$ cat src/rtl/sort_feeder.sv
// sort_feeder: buffers whole input packets in a two-bank ping-pong RAM and replays each
// complete packet to the sorter as one burst. Define SORT_FEEDER_STATS_EN to add fwd_cnt_o.
module sort_feeder #(
    parameter int unsigned DWIDTH    = 8,
    parameter int unsigned AWIDTH    = 3,
    parameter int unsigned CNT_WIDTH = 16
) (
    input  logic                 clk_i,
    input  logic                 srst_i,
    input  logic [DWIDTH-1:0]    data_i,
    input  logic                 sop_i,
    input  logic                 eop_i,
    input  logic                 val_i,
    output logic                 ready_o,
    output logic [DWIDTH-1:0]    data_o,
    output logic                 sop_o,
    output logic                 eop_o,
    output logic                 val_o,
    input  logic                 sort_busy_i,
`ifdef SORT_FEEDER_STATS_EN
    output logic [CNT_WIDTH-1:0] fwd_cnt_o,
`endif
    output logic [CNT_WIDTH-1:0] drop_cnt_o
);

    localparam int unsigned MAX_LEN = 1 << AWIDTH;
    localparam int unsigned LW      = AWIDTH + 1;

    typedef enum logic [1:0] {B_EMPTY, B_FILLING, B_FULL} bank_st_t;
    typedef enum logic [1:0] {IDLE, RECV, DISCARD} rx_st_t;
    typedef enum logic [1:0] {TX_IDLE, SEND, WAIT_HI, WAIT_LO} tx_st_t;

    bank_st_t          bank_st  [2];
    logic [LW-1:0]     bank_len [2];
    logic [DWIDTH-1:0] mem      [2][MAX_LEN];

    rx_st_t            rx_st;
    tx_st_t            tx_st;
    logic              wr_bank;
    logic              rd_bank;
    logic [LW-1:0]     wr_ptr;
    logic [AWIDTH-1:0] rd_ptr;

    logic              free_c;
    logic              overflow_c;
    logic              start_c;
    logic              cont_c;
    logic              drop_c;
    logic [AWIDTH-1:0] wr_addr_c;
    logic              tx_go_c;
    logic              tx_emit_c;
    logic              tx_last_c;

    // A bank released by the tx side this cycle counts as free for an rx sop.
    always_comb begin
        free_c     = (bank_st[wr_bank] == B_EMPTY) ||
                     (tx_st == WAIT_LO && !sort_busy_i && rd_bank == wr_bank);
        overflow_c = (wr_ptr == LW'(MAX_LEN));
        start_c    = val_i && sop_i && (rx_st == RECV || (rx_st == IDLE && free_c));
        cont_c     = val_i && !sop_i && rx_st == RECV && !overflow_c;
        drop_c     = val_i && ((sop_i && rx_st == RECV) ||
                               (sop_i && rx_st == IDLE && !free_c) ||
                               (!sop_i && rx_st == RECV && overflow_c));
        wr_addr_c  = start_c ? '0 : wr_ptr[AWIDTH-1:0];
        tx_go_c    = tx_st == TX_IDLE && bank_st[rd_bank] == B_FULL && !sort_busy_i;
        tx_emit_c  = tx_go_c || tx_st == SEND;
        tx_last_c  = (LW'(rd_ptr) == bank_len[rd_bank] - LW'(1));
    end

    always_ff @(posedge clk_i) begin
        if (!srst_i && (start_c || cont_c)) begin
            mem[wr_bank][wr_addr_c] <= data_i;
        end
    end

    // Rx and tx FSMs, bank bookkeeping and registered outputs.
    always_ff @(posedge clk_i) begin
        if (srst_i) begin
            rx_st      <= IDLE;
            tx_st      <= TX_IDLE;
            for (int b = 0; b < 2; b++) begin
                bank_st[b]  <= B_EMPTY;
                bank_len[b] <= '0;
            end
            wr_bank    <= 1'b0;
            rd_bank    <= 1'b0;
            wr_ptr     <= '0;
            rd_ptr     <= '0;
            ready_o    <= 1'b0;
            data_o     <= '0;
            sop_o      <= 1'b0;
            eop_o      <= 1'b0;
            val_o      <= 1'b0;
            drop_cnt_o <= '0;
        end else begin
            ready_o <= (bank_st[0] == B_EMPTY) || (bank_st[1] == B_EMPTY);
            data_o  <= '0;
            sop_o   <= 1'b0;
            eop_o   <= 1'b0;
            val_o   <= 1'b0;

            if (drop_c && drop_cnt_o != '1) begin
                drop_cnt_o <= drop_cnt_o + CNT_WIDTH'(1);
            end

            if (tx_emit_c) begin
                val_o  <= 1'b1;
                sop_o  <= (tx_st == TX_IDLE);
                eop_o  <= tx_last_c;
                data_o <= mem[rd_bank][rd_ptr];
                if (tx_last_c) begin
                    rd_ptr <= '0;
                    tx_st  <= WAIT_HI;
                end else begin
                    rd_ptr <= rd_ptr + AWIDTH'(1);
                    tx_st  <= SEND;
                end
            end else begin
                case (tx_st)
                    WAIT_HI: if (sort_busy_i) tx_st <= WAIT_LO;
                    WAIT_LO: begin
                        if (!sort_busy_i) begin
                            bank_st[rd_bank] <= B_EMPTY;
                            rd_bank          <= ~rd_bank;
                            tx_st            <= TX_IDLE;
                        end
                    end
                    default: ;
                endcase
            end

            // Rx updates come after tx so a same-cycle reuse of a freed bank wins.
            if (start_c) begin
                bank_st[wr_bank] <= eop_i ? B_FULL : B_FILLING;
                if (eop_i) begin
                    bank_len[wr_bank] <= LW'(1);
                    wr_bank           <= ~wr_bank;
                    rx_st             <= IDLE;
                end else begin
                    wr_ptr <= LW'(1);
                    rx_st  <= RECV;
                end
            end else begin
                case (rx_st)
                    IDLE: if (val_i && sop_i && !eop_i) rx_st <= DISCARD;
                    RECV: begin
                        if (val_i) begin
                            if (overflow_c) begin
                                bank_st[wr_bank] <= B_EMPTY;
                                rx_st            <= eop_i ? IDLE : DISCARD;
                            end else begin
                                wr_ptr <= wr_ptr + LW'(1);
                                if (eop_i) begin
                                    bank_st[wr_bank]  <= B_FULL;
                                    bank_len[wr_bank] <= wr_ptr + LW'(1);
                                    wr_bank           <= ~wr_bank;
                                    rx_st             <= IDLE;
                                end
                            end
                        end
                    end
                    DISCARD: if (val_i && eop_i) rx_st <= IDLE;
                    default: rx_st <= IDLE;
                endcase
            end
        end
    end

`ifdef SORT_FEEDER_STATS_EN
    always_ff @(posedge clk_i) begin
        if (srst_i) begin
            fwd_cnt_o <= '0;
        end else if (tx_emit_c && tx_last_c) begin
            fwd_cnt_o <= fwd_cnt_o + CNT_WIDTH'(1);
        end
    end
`endif

endmodule

$ cat config.mk
export PLATFORM = sky130hd
export DESIGN_NAME = sort_feeder
export DESIGN_NICKNAME = d
export VERILOG_FILES = /design/src/rtl/sort_feeder.sv
export SDC_FILE = /design/constraint.sdc
export NUM_CORES = 1
export LEC_CHECK = 0
export ABC_AREA = 1
export ABC_CLOCK_PERIOD_IN_PS = 3560
export BUFFER_PORTS_ARGS = -buffer_cell sky130_fd_sc_hd__buf_2
export CORE_ASPECT_RATIO = 1.5
export CORE_MARGIN = 2
export CORE_UTILIZATION = 50
export DETAILED_ROUTE_END_ITERATION = 10
export PLACE_DENSITY = 0.74
export SLEW_MARGIN = 20
export SYNTH_ARGS = -nofsm -noshare
export SYNTH_HDL_FRONTEND = slang
export SYNTH_SLANG_ARGS = --single-unit
$ cat constraint.sdc
create_clock -name clk_i -period 3.56 [get_ports clk_i]
set_input_delay 0.534 -clock clk_i [delete_from_list [all_inputs] [get_ports clk_i]]
set_output_delay 0.534 -clock clk_i [all_outputs]
set_load 0.02 [all_outputs]
==> metrics.md <==
| Metric | Value |
|---|---|
| Final setup violating endpoints | `0` |
| Post-DRT Antenna Nets | `0` |
| Count leader, synth | `edfxtp_1` |
| CP startpoint kind | `flip-flop` |
| Post-cts sizing count | `0` |
| Worst slew pin tran | `0.850 ns` |
| Worst slew margin | `0.431` |
| Router iterations before antenna repair | `5` |
| H-tree depth | `4` |
| Status | `finished clean` |
| Worst Reg-to-Reg Cells | `9` |
| Global placer's final weighted congestion | `0.861` |
| First-pass GRT wire length | `29,300 um` |
| Cts hold-fix bufs | `0` |
| Final core utilization | `0.575` |
| Critical Path Fanout Max | `8` |
| FF-to-FF setup slack | `0.88 ns` |
| Syn avg cell area | `10.1 um^2` |
| Routed Wire Length | `18,800 um` |
| Post-synth top area share | `0.526` |
| # DRC | `0` |
| Static leakage | `0.00334 uW` |
| Root buf cell | `clkbuf_16` |
| Sequential standard cell area | `0.00507 mm^2` |
| Fin crit period | `2.68 ns` |
| DR iter-0 viols | `420` |
| Worst r2r dst | `mem[0][55]$_DFFE_PP_` |
| Grt total ovfl | `0` |
| Via-to-Cell Ratio | `5.64` |
| Vias in the first global route | `5,676` |
| FILL cells | `1,330` |
| Post-synthesis cell area | `0.00800 mm^2` |
| Clk sink count | `183` |
| Fin. Hold Viols | `0` |
| WS Path Type | `reg -> reg` |
| Num CTS Buffers | `17` |
| Worst hold path type | `in -> reg` |
| Synth cell count leaders | `140 x edfxtp_1, 138 x nor2_1, 128 x nand2_1` |
| Clock skew | `0.0146 ns` |
| CP Launch Point | `wr_ptr[0]$_SDFFE_PP0P_` |
| Asr flop ratio synth | `0` |
| Crit path DAT | `2.75 ns` |
| Synthesized Nets | `811` |
| Total negative slack | `0 ns` |
| Clock tree buffer depth | `2` |
| Sequential fraction of the synthesis area | `0.633` |
| I/O Buffers | `41` |
| Number of placed I/O pins | `42` |
| Largest net degree at the start of global routing | `66` |
| Area Overhead vs Synth | `12.4%` |
| Clock-pin slew on the worst setup and hold paths | `0.08 ns` |
| Initial Util | `0.512` |
| Maximum vdd ir drop | `0.000368 V` |
| Cell variety after synth | `34` |
| Yosys Warn Count | `0` |
| Die Y-Extent | `159 um` |
| #FFs+latches synth | `183` |
| Period utilization | `0.751` |
| Worst Setup EP | `mem[0][55]$_DFFE_PP_` |
| Synth area leaders | `edfxtp_1 53%, dfxtp_1 11%, nor2_1 6.5%` |
| Fraction of layout cells with a size suffix above 1 | `0.138` |
| Max_cap viols | `0` |
| Synth Instances | `792` |
| Average wire per standard cell | `18.1 um` |
| Fmax | `374 MHz` |
| RR Startpoint | `wr_ptr[0]$_SDFFE_PP0P_` |
| GRT Resource Usage Total | `0.227` |
| Chip width | `107 um` |
| Core ar. | `0.0156 mm^2` |
| Total Die Area | `0.0170 mm^2` |
| RSZ-0062 raised after global routing | `no` |
| CTS tree | `done` |
| Slew Limit Fails | `0` |
| Final hold slack | `0.426 ns` |
| Post-synth top flop | `edfxtp_1` |
| Critical Path RT | `3.63 ns` |
| Cell taking the most area after synthesis | `edfxtp_1` |
| HPWL Detailed | `12,300 um` |
| Power density over cell area | `539 mW/mm^2` |
| Core Rows | `56` |
| # nets final | `844` |
| Worst setup EP type | `flip-flop` |
| Clock latency on the worst-skew pair | `0.44 ns` |
| EDFF count, synth | `140` |
| # Post-CTS Setup Buffers | `0` |
| Via count | `5,871` |
| Initial antenna violation count | `0` |
| Footprint of the multi-input gates | `0.00255 mm^2` |
| Number of diodes | `0` |
[worst min path at each step]
stage,startpoint,endpoint,cells after the start
2_1_floorplan,wr_ptr[3]$_SDFFE_PP0P_,wr_ptr[3]$_SDFFE_PP0P_,2
3_3_place_gp,drop_cnt_o[15]$_SDFFE_PP0P_,drop_cnt_o[15]$_SDFFE_PP0P_,2
3_5_place_dp,drop_cnt_o[15]$_SDFFE_PP0P_,drop_cnt_o[15]$_SDFFE_PP0P_,2
4_1_cts,sort_busy_i,tx_st[0]$_SDFFE_PP0P_,3
5_1_grt,sort_busy_i,rd_bank$_SDFFE_PP0P_,3
6_report,sort_busy_i,tx_st[0]$_SDFFE_PP0P_,3
[layer usage]
layer,vias to the layer above,wire [um],share of wire,GRT usage
met2,230,10200,0.54,0.409
met1,2789,7020,0.37,0.259
met5,-,0,0,0
li1,2814,-,-,-
met4,0,574,0.030,0.0956
met3,38,990,0.053,0.0406
[report_power, final]
part	leakage (uW)	switching, uW	internal (uW)
clock network	0.000301	945	965
logic	0.00142	406	163
registers	0.00162	27.8	2340
[cell families (layout without fill, tap and decap cells)]
family                     Yosys count  after routing  share of synthesized area
and+or+nand+nor                    352            352                      0.189
DFF                                183            183                      0.633
AOI/OAI and AO/OA                  145            145                      0.108
buffers and inverters               94            140                     0.0476
xor gates and xnor gates            13             13                     0.0142
adders and majority gates            5              5                    0.00782
[cell type report]
type | instances | area share
clock buffer | 17 | 0.0473
sequential | 183 | 0.563
multi-input combinational | 515 | 0.284
tap | 203 | 0.0282
inverter | 57 | 0.0238
clock inverter | 15 | 0.0221
timing repair buffer | 51 | 0.0312
[per-stage QoR]
| step | setup slack [ns] | total power [uW] | cell area [um^2] | std cells |
|---|---|---|---|---|
| final | 0.885 | 4840 | 8990 | 1041 |
| after global routing | 0.642 | 5000 | 8990 | 1041 |
| after CTS | 0.889 | 4850 | 8990 | 1041 |
| after detailed placement | 0.883 | 2970 | 8370 | 1009 |
| after global placement | 0.982 | 2960 | 8370 | 1009 |
| after floorplan | 1.26 | 2780 | 8000 | 792 |
[cell usage in the layout, fill, tap and decap left out, drive strengths merged, types with 11 or more instances in the layout]
| master | n |
|---|---|
| a21oi | 33 |
| nand4 | 11 |
| buf | 51 |
| nand3 | 55 |
| edfxtp | 140 |
| nand2 | 135 |
| inv | 63 |
| o221ai | 12 |
| o21ai | 76 |
| o211ai | 15 |
| xor2 | 11 |
| dfxtp | 43 |
| clkbuf | 17 |
| nor2 | 139 |
[state kept, by name, indices dropped and copies added (netlist names), named ones only]
signal      cells
bank_len        8
bank_st         4
data_o          8
drop_cnt_o     16
eop_o           1
mem           128
rd_bank         1
rd_ptr          3
ready_o         1
rx_st           2
sop_o           1
tx_st           2
val_o           1
wr_bank         1
wr_ptr          4
[critical path, stage by stage, from the launching register on]
cell and delay, ns:
dfxtp_1 0.42, inv_1 0.13, ha_1 0.21, nand2_1 0.06, nor2_1 0.08, nor2_1 0.16
nand2_1 0.12, nor3_2 0.37, nand2_1 0.15, nor2_1 0.59
Power figures use the tool's default switching activity.
